File: config.mk
export PLATFORM = sky130hd
export DESIGN_NAME = rcv_fifo_ctrl_flat
export DESIGN_NICKNAME = d
export VERILOG_FILES = /design/src/rtl/rcv_pkg.sv /design/src/rtl/rcv_fifo_ctrl_if.sv /design/src/rtl/rcv_wrap_ptr.sv /design/src/rtl/rcv_fifo_ctrl.sv /design/src/flat_wrapper.sv
export SDC_FILE = /design/constraint.sdc
export NUM_CORES = 1
export LEC_CHECK = 0
export BUFFER_PORTS_ARGS = -buffer_cell sky130_fd_sc_hd__clkbuf_2
export CORE_MARGIN = 3
export CORE_UTILIZATION = 50
export DETAILED_ROUTE_END_ITERATION = 7
export PLACE_DENSITY = 0.75
export SKIP_CTS_REPAIR_TIMING = 1
export SYNTH_ARGS = -nofsm -noshare
export SYNTH_HDL_FRONTEND = slang
export SYNTH_SLANG_ARGS = --single-unit
File: constraint.sdc
create_clock -name clk -period 4.4 [get_ports clk]
set_clock_uncertainty 0.15 [all_clocks]
set_input_delay 0.88 -clock clk [delete_from_list [all_inputs] [get_ports clk]]
set_output_delay 0.88 -clock clk [all_outputs]
set_load 0.01 [all_outputs]
File: src/rtl/rcv_pkg.sv
// rtl/rcv_pkg.sv - shared constants and state type for the receive FIFO controller
package rcv_pkg;

    localparam int DEPTH_DEFAULT = 3;
    localparam int PTR_W_DEFAULT = 2;

    typedef enum logic [1:0] {
        RUN   = 2'd0,
        ERROR = 2'd1,
        FLUSH = 2'd2
    } rcv_ctrl_state_t;

endpackage

File: src/rtl/rcv_fifo_ctrl_if.sv
// rtl/rcv_fifo_ctrl_if.sv - request/strobe/status bundle of the receive FIFO controller
// master: drives wr_req, rd_req, flush, err_clr; observes strobes, pointers and flags
// slave : the controller side
interface rcv_fifo_ctrl_if #(
    parameter int PTR_W = 2
);
    logic             wr_req;
    logic             rd_req;
    logic             flush;
    logic             err_clr;
    logic             wr_en;
    logic             rd_en;
    logic [PTR_W-1:0] tail_ptr;
    logic [PTR_W-1:0] head_ptr;
    logic             full;
    logic             empty;
    logic [PTR_W:0]   count;
    logic             overflow;

    modport master (
        output wr_req, rd_req, flush, err_clr,
        input  wr_en, rd_en, tail_ptr, head_ptr, full, empty, count, overflow
    );

    modport slave (
        input  wr_req, rd_req, flush, err_clr,
        output wr_en, rd_en, tail_ptr, head_ptr, full, empty, count, overflow
    );
endinterface

File: src/rtl/rcv_wrap_ptr.sv
// rtl/rcv_wrap_ptr.sv - wrapping row pointer with lap toggle
// clk, n_rst : clock, synchronous active-low reset
// adv        : step the pointer by one row
// clr        : force pointer and toggle to zero (wins over adv)
// wrap_val   : last legal row index; the step after it returns to 0 and flips tog
// ptr, tog   : current row index and lap parity
module rcv_wrap_ptr #(
    parameter int PTR_W = 2
) (
    input  logic             clk,
    input  logic             n_rst,
    input  logic             adv,
    input  logic             clr,
    input  logic [PTR_W-1:0] wrap_val,
    output logic [PTR_W-1:0] ptr,
    output logic             tog
);

    always_ff @(posedge clk) begin
        if (!n_rst || clr) begin
            ptr <= '0;
            tog <= 1'b0;
        end else if (adv) begin
            if (ptr == wrap_val) begin
                ptr <= '0;
                tog <= ~tog;
            end else begin
                ptr <= ptr + 1'b1;
            end
        end
    end

endmodule

File: src/rtl/rcv_fifo_ctrl.sv
// rtl/rcv_fifo_ctrl.sv - pointer, flag and flow controller for the receive FIFO
// clk, n_rst : clock, synchronous active-low reset
// bus        : requests in (wr_req, rd_req, flush, err_clr); strobes out (wr_en, rd_en);
//              status out (tail_ptr, head_ptr, full, empty, count, overflow)
module rcv_fifo_ctrl
    import rcv_pkg::*;
#(
    parameter int DEPTH = DEPTH_DEFAULT,
    parameter int PTR_W = PTR_W_DEFAULT
) (
    input  logic         clk,
    input  logic         n_rst,
    rcv_fifo_ctrl_if.slave bus
);

    rcv_ctrl_state_t  state_q, state_d;
    logic             wr_en, rd_en;
    logic             ptr_clr, ovf_set, ovf_clr;
    logic             tail_tog, head_tog;
    logic [PTR_W-1:0] tail_ptr, head_ptr;
    logic [PTR_W:0]   count_q;
    logic             overflow_q;
    logic             full, empty;

    localparam logic [PTR_W-1:0] WRAP_VAL = PTR_W'(DEPTH - 1);

    rcv_wrap_ptr #(.PTR_W(PTR_W)) u_tail (
        .clk(clk), .n_rst(n_rst), .adv(wr_en), .clr(ptr_clr),
        .wrap_val(WRAP_VAL), .ptr(tail_ptr), .tog(tail_tog)
    );

    rcv_wrap_ptr #(.PTR_W(PTR_W)) u_head (
        .clk(clk), .n_rst(n_rst), .adv(rd_en), .clr(ptr_clr),
        .wrap_val(WRAP_VAL), .ptr(head_ptr), .tog(head_tog)
    );

    // Equal indices are ambiguous on their own; the lap parity tells empty from full.
    assign empty = (head_ptr == tail_ptr) && (head_tog == tail_tog);
    assign full  = (head_ptr == tail_ptr) && (head_tog != tail_tog);

    always_ff @(posedge clk) begin
        if (!n_rst) state_q <= RUN;
        else        state_q <= state_d;
    end

    always_comb begin
        state_d = state_q;
        wr_en   = 1'b0;
        rd_en   = 1'b0;
        ptr_clr = 1'b0;
        ovf_set = 1'b0;
        ovf_clr = 1'b0;
        case (state_q)
            RUN: begin
                if (bus.flush) begin
                    state_d = FLUSH;
                    ptr_clr = 1'b1;
                end else begin
                    wr_en = bus.wr_req && !full;
                    rd_en = bus.rd_req && !empty;
                    if (bus.wr_req && full) begin
                        state_d = ERROR;
                        ovf_set = 1'b1;
                    end
                end
            end
            ERROR: begin
                // Writes stay blocked, but the consumer may keep draining.
                if (bus.flush) begin
                    state_d = FLUSH;
                    ptr_clr = 1'b1;
                    ovf_clr = 1'b1;
                end else begin
                    rd_en = bus.rd_req && !empty;
                    if (bus.err_clr) begin
                        state_d = RUN;
                        ovf_clr = 1'b1;
                    end
                end
            end
            FLUSH: begin
                // Pointers were cleared on the entry edge; hold them cleared one more cycle.
                state_d = RUN;
                ptr_clr = 1'b1;
            end
            default: state_d = RUN;
        endcase
    end

    always_ff @(posedge clk) begin
        if (!n_rst || ptr_clr) begin
            count_q <= '0;
        end else begin
            case ({wr_en, rd_en})
                2'b10:   count_q <= count_q + 1'b1;
                2'b01:   count_q <= count_q - 1'b1;
                default: count_q <= count_q;
            endcase
        end
    end

    always_ff @(posedge clk) begin
        if (!n_rst || ovf_clr) overflow_q <= 1'b0;
        else if (ovf_set)      overflow_q <= 1'b1;
    end

    assign bus.wr_en    = wr_en;
    assign bus.rd_en    = rd_en;
    assign bus.tail_ptr = tail_ptr;
    assign bus.head_ptr = head_ptr;
    assign bus.full     = full;
    assign bus.empty    = empty;
    assign bus.count    = count_q;
    assign bus.overflow = overflow_q;

endmodule

File: src/flat_wrapper.sv
// flat-port wrapper written by rule: the top's interface ports become plain ports
module rcv_fifo_ctrl_flat import rcv_pkg::*;
#(
    parameter int DEPTH = DEPTH_DEFAULT,
    parameter int PTR_W = PTR_W_DEFAULT
)
  (clk, n_rst, bus_wr_req, bus_rd_req, bus_flush, bus_err_clr, bus_wr_en, bus_rd_en, bus_tail_ptr, bus_head_ptr, bus_full, bus_empty, bus_count, bus_overflow);
  rcv_fifo_ctrl_if #(.PTR_W(PTR_W)) bus_i ();
  input  logic clk;
  input  logic n_rst;
  input wire logic [$bits(bus_i.wr_req)-1:0] bus_wr_req;
  input wire logic [$bits(bus_i.rd_req)-1:0] bus_rd_req;
  input wire logic [$bits(bus_i.flush)-1:0] bus_flush;
  input wire logic [$bits(bus_i.err_clr)-1:0] bus_err_clr;
  output wire logic [$bits(bus_i.wr_en)-1:0] bus_wr_en;
  output wire logic [$bits(bus_i.rd_en)-1:0] bus_rd_en;
  output wire logic [$bits(bus_i.tail_ptr)-1:0] bus_tail_ptr;
  output wire logic [$bits(bus_i.head_ptr)-1:0] bus_head_ptr;
  output wire logic [$bits(bus_i.full)-1:0] bus_full;
  output wire logic [$bits(bus_i.empty)-1:0] bus_empty;
  output wire logic [$bits(bus_i.count)-1:0] bus_count;
  output wire logic [$bits(bus_i.overflow)-1:0] bus_overflow;
  assign bus_i.wr_req = bus_wr_req;
  assign bus_i.rd_req = bus_rd_req;
  assign bus_i.flush = bus_flush;
  assign bus_i.err_clr = bus_err_clr;
  assign bus_wr_en = bus_i.wr_en;
  assign bus_rd_en = bus_i.rd_en;
  assign bus_tail_ptr = bus_i.tail_ptr;
  assign bus_head_ptr = bus_i.head_ptr;
  assign bus_full = bus_i.full;
  assign bus_empty = bus_i.empty;
  assign bus_count = bus_i.count;
  assign bus_overflow = bus_i.overflow;
  rcv_fifo_ctrl #(.DEPTH(DEPTH), .PTR_W(PTR_W)) u_core (.clk(clk), .n_rst(n_rst), .bus(bus_i));
endmodule
* Word level (Yosys, flattened, before mapping)
Cells that the tools add are included.
** Word-level totals
- Output and inout bits :: 12
- Word-level logic and storage cells :: 60
- Flip-flop bits (word level) :: 12
** Operators by class
- Muxes and demuxes :: 20
- Bitwise gates (word level) :: 2
- Equality and inequality tests :: 11
- $add $sub $neg :: 4
- Reductions and logical operators :: 16
** Operators with widths (count)
- $mux W2 :: 6
- $mux W1 :: 11
- $eq A2 B2 Y1 const B :: 4
- $pmux W3 S2 :: 1
- $reduce_and A2 Y1 :: 3
- $logic_and A1 B1 Y1 :: 5
- $add A2 B1 Y2 const B :: 2
- $eq A2 B1 Y1 const B :: 2
- $pmux W2 S2 :: 1
- $add A3 B1 Y3 const B :: 1
- $logic_not A1 Y1 :: 3
- $ne A3 B2 Y1 const B :: 1
- $ne A3 B3 Y1 const B :: 1
- $sub A3 B1 Y3 const B :: 1
- $eq A2 B2 Y1 :: 1
- $logic_not A2 Y1 :: 1
- $logic_or A1 B1 Y1 :: 2
- $not A1 Y1 :: 2
- $pmux W1 S2 :: 1
- $reduce_bool A2 Y1 :: 1
- $reduce_or A2 Y1 :: 1
- $eq A1 B1 Y1 :: 1
- $ne A1 B1 Y1 :: 1

* Depth between registers and ports, before layout
- Word-level depth :: 8
- Depth in mapped cells :: 9
- Gate-level depth less buffers :: 9

* Hierarchy
Synthesis repeated with hierarchy kept, for this count alone.
** Second synthesis, totals
- Cells, all modules :: 74
- Area, all modules :: 673.1 µm²
** Modules (own cells, without submodules)
- rcv_fifo_ctrl :: cells each 42, area each 367.9 µm², times used 1
- rcv_wrap_ptr :: cells each 16, area each 152.6 µm², times used 2

* Worst setup path after synthesis
Ideal clock, no wire load.
- Path type :: input-to-reg
- Start :: in bus_flush
- End :: reg u_core.count_q[2], in the netlist u_core.bus.count[2]
- Setup slack :: 1.324 ns
- Stages :: 8
- Required time :: 4.180 ns
- Arrival :: 2.856 ns
- Path buffers :: 0
- Path through :: or3b_2 > a31oi_2 > ha_1 > inv_1 > fa_1 > xor2_1 > or3_1 > a21oi_1
** On the way
- Longest elaborated chain between the ends :: 4
- Elaborated cells on any way between the ends :: 11
- Those cells by class :: eq/ne: 2; mux: 7; reduce/logical: 2
** Ends and longest elaborated chain
- start: declaration :: RTL line flat_wrapper.sv:13 : input wire logic [$bits(bus_i.flush)-1:0] bus_flush;
- $mux W1 (*) :: RTL line rcv_fifo_ctrl.sv:55, rcv_fifo_ctrl.sv:69
- $mux W1 (*)
- net bus_rd_en :: RTL line flat_wrapper.sv:16 : output wire logic [$bits(bus_i.rd_en)-1:0] bus_rd_en;
- $eq A2 B1 Y1 or $eq A2 B2 Y1 (tied branches) :: RTL line rcv_fifo_ctrl.sv:94 : case ({wr_en, rd_en})
- $pmux W3 S2 or $reduce_bool A2 Y1 (tied branches)
- end signal: assignment :: RTL line rcv_fifo_ctrl.sv:95 : 2'b10: count_q <= count_q + 1'b1;
- end signal: assignment :: RTL line rcv_fifo_ctrl.sv:96 : 2'b01: count_q <= count_q - 1'b1;
- end signal: assignment :: RTL line rcv_fifo_ctrl.sv:97 : default: count_q <= count_q;
- end: declaration :: RTL line rcv_fifo_ctrl.sv:21 : logic [PTR_W:0] count_q;
The timed path passes the listed nets; every way through them passes the cells marked *.
A chain may end at the register's enable or synchronous reset.

* Worst setup path after layout
- Start :: in bus_flush
- End :: out bus_wr_en
** On the way
- Longest elaborated chain between the ends :: 2
** Ends and longest elaborated chain
- $mux W1 :: RTL line rcv_fifo_ctrl.sv:55 : if (bus.flush) begin
- $mux W1 :: RTL line rcv_fifo_ctrl.sv:53 : case (state_q)
- end: declaration :: RTL line flat_wrapper.sv:15 : output wire logic [$bits(bus_i.wr_en)-1:0] bus_wr_en;
No other way between the ends.

==> run_results.csv <==
group,metric,value,unit
routing,drt-total-wl,1544,um
timing,rsz0062_at_grt,"false",
setup_path,worst_setup_path_end_kind,"output port",
place,placed_cell_area,833.3,um2
routing,wire_per_inst,13.66,um
timing,fin_crit_sh,69.03,%
synth,synth_seq_area_share,32.43,%
synth,async_reset_ff_share,0,%
die,dieArea,1979,um2
layout,drive_gt1_share,29.59,%
setup_path,crit_required,3.37,ns
routing,viasPerCell,5.717,
routing,drcViolationCount,0,
setup_path,crit_path_max_fanout,6,
layout,fill_cells,128,
layout,final_cell_mix,"17 x clkbuf_2, 12 x dfxtp_1, 10 x nand4_1, 9 x nor2_1, 7 x inv_1",
global_route,grt_pass1_vias,589,
synth,synth-xor-area-share,9.122,%
timing,hold_violations,0,
timing,setup_viol,0,
clock_network,ctsRootBufferMaster,"clkbuf_4",
timing,tightest_slew,0.5251,ns
synth,synth_area,740.7,um2
status,run_status,"finished clean",
routing,dr.pass1.iters,4,
timing,period_needed,3.037,ns
die,start_util,54.87,%
job,maxCapViolCount,0,
global_route,grt_pass1_wl,2497,um
clock_network,cts_tree,"built",
power,peakVddDrop,0.0001628,V
worst_hold_path,hp-start,"u_core.bus.overflow",
clock_network,clk_path_buf_depth,2,
place,place_congestion,0.7405,
routing,drt_iter0_markers,13,
setup_path,reg2reg_from,"u_core.state_q[1]",
global_route,grt_usage,16.99,%
synth,ys.flop_type,"dfxtp_1",
clock_network,clock_latency,0.27,ns
timing,fmax,0.3292,GHz
timing,hold_slack,0.3040,ns
clock_network,cts.sinks,12,
synth,synth_compound_area_share,11.49,%
timing,fin_tns_setup,0,ns
die,pin_count,18,
routing,dr_total_vias,646,
clock_network,cts_buffers,3,
global_route,grt_overflow,0,
synth,synth-edff-count,0,
setup_path,cp.arrival,2.01,ns
clock_network,cts-htree-levels,1,
synth,syn_inst,81,
place,io_buffers,17,
synth,synth_top_family_by_area,"simple AND/OR/NAND/NOR gates",
power,power.density,239.6,nW/um2
die,die_y,44.49,um
layout,layout.nets,108,
global_route,antenna_found_initial,0,
power,leakagePower,0.3173,nW
die,rows,13,
synth,synthSimpleGateAreaFrac,29.39,%
layout,postLayoutCellArea,855.8,um2
layout,layout_commonest_cell,"clkbuf_2",
worst_hold_path,hold_class,"flip-flop to flip-flop",
setup_path,cp-start-kind,"primary input",
synth,synthMuxAreaShare,8.108,%
synth,synthAdderAreaFrac,4.392,%
global_route,grt_max_degree,16,
synth,syn_nets,89,
setup_path,critPathKind,"primary input to output port",
layout,diodes,0,
synth,avgSynthCellArea,9.145,um2
clock_network,cts.clk_slew.worst_paths,0.08,ns
routing,antenna_left,0,
place,place_hpwl,1160,um
timing,drv_slew,0,
synth,ys_seq_elements,12,
synth,yosys_warnings,0,
synth,ys_types,26,
die,die_x,44.49,um
die,core,1350,um2
layout,synthToLayoutAreaGrowth,15.54,%
timing,slew_headroom,65.00,%
setup_path,cp-startpoint,"bus_flush",
place,placed_cells_incl_taps,110,
layout,layout.cells.non_filler,113,
[final timing paths]
path | endpoint | cells after the start | slack (ns)
worst max-delay path | bus_wr_en | 4 | 1.36
worst min-delay path | u_core.bus.overflow | 2 | 0.30
worst max register to register | u_core.bus.count[2] | 8 | 1.80
worst min register to register | u_core.bus.overflow | 2 | 0.30
[synthesized netlist by cell type, types with 2 or more instances]
| cell type | instances | area [um2] |
|---|---|---|
| a21oi_1 | 4 | 20.02 |
| nand4b_1 | 3 | 26.28 |
| nand4_1 | 10 | 62.56 |
| nor2_1 | 9 | 33.78 |
| a31oi_2 | 2 | 25.02 |
| nand2b_1 | 3 | 18.77 |
| or3_1 | 2 | 12.51 |
| a311oi_2 | 2 | 30.03 |
| inv_1 | 7 | 26.28 |
| xnor2_2 | 2 | 32.53 |
| o21ai_0 | 2 | 10.01 |
| mux2i_1 | 6 | 60.06 |
| dfxtp_1 | 12 | 240.2 |
| xor2_1 | 3 | 26.28 |
| clkbuf_1 | 3 | 11.26 |
[metal layers]
| metal | track usage [%] | part of all wire (%) | up-vias | routed length (um) |
|---|---|---|---|---|
| met5 | 0 | 0 | - | 0 |
| met4 | 7.229 | 0.78 | 0 | 12 |
| met3 | 3.659 | 4.5 | 2 | 70 |
| met2 | 25.50 | 47 | 16 | 719 |
| met1 | 23.21 | 48 | 297 | 740 |
| li1 | - | - | 331 | - |
[worst max-delay path: stages]
cell,delay [ns]
clkbuf_2,0.12
or4b_4,0.51
a31oi_2,0.30
clkbuf_2,0.20
[registers in the layout, indices dropped and copies added (netlist names)]
signal and flops:
u_core.state_q 2, u_core.u_head.tog 1, u_core.bus.overflow 1, u_core.u_tail.ptr 2
u_core.bus.count 3, u_core.u_head.ptr 2, u_core.u_tail.tog 1
[power breakdown]
part / switching, W / internal (W)
sequential: 0.00000186 / 0.000110
clock: 0.0000350 / 0.0000316
combinational: 0.0000165 / 0.0000102
total: 0.0000533 / 0.000152
[logic make-up after synthesis]
family          Yosys count
mux                       6
simple gates             35
buf+inv                  10
xor+xnor                  6
compound gates           10
flops                    12
fa+ha+maj                 2
[layout make-up]
class	instances	area, um2	share of cell area (%)
well taps	15	18.77	2.193
multi-input cells	59	462.9	54.09
flip-flops and latches	12	240.2	28.07
inverters	7	26.28	3.070
repair buffers	17	85.08	9.942
clock buffers	3	22.52	2.632
[stage by stage]
stage	power [W]	worst slack (ns)	util, %
5_1_grt	0.0002138	1.314	63.39
4_1_cts	0.0002075	1.358	63.39
6_report	0.0002051	1.363	63.39
2_1_floorplan	0.0001327	1.324	-
3_3_place_gp	0.0001400	1.225	61.72
3_5_place_dp	0.0001409	1.180	61.72
(Power assumes the default switching activity.)
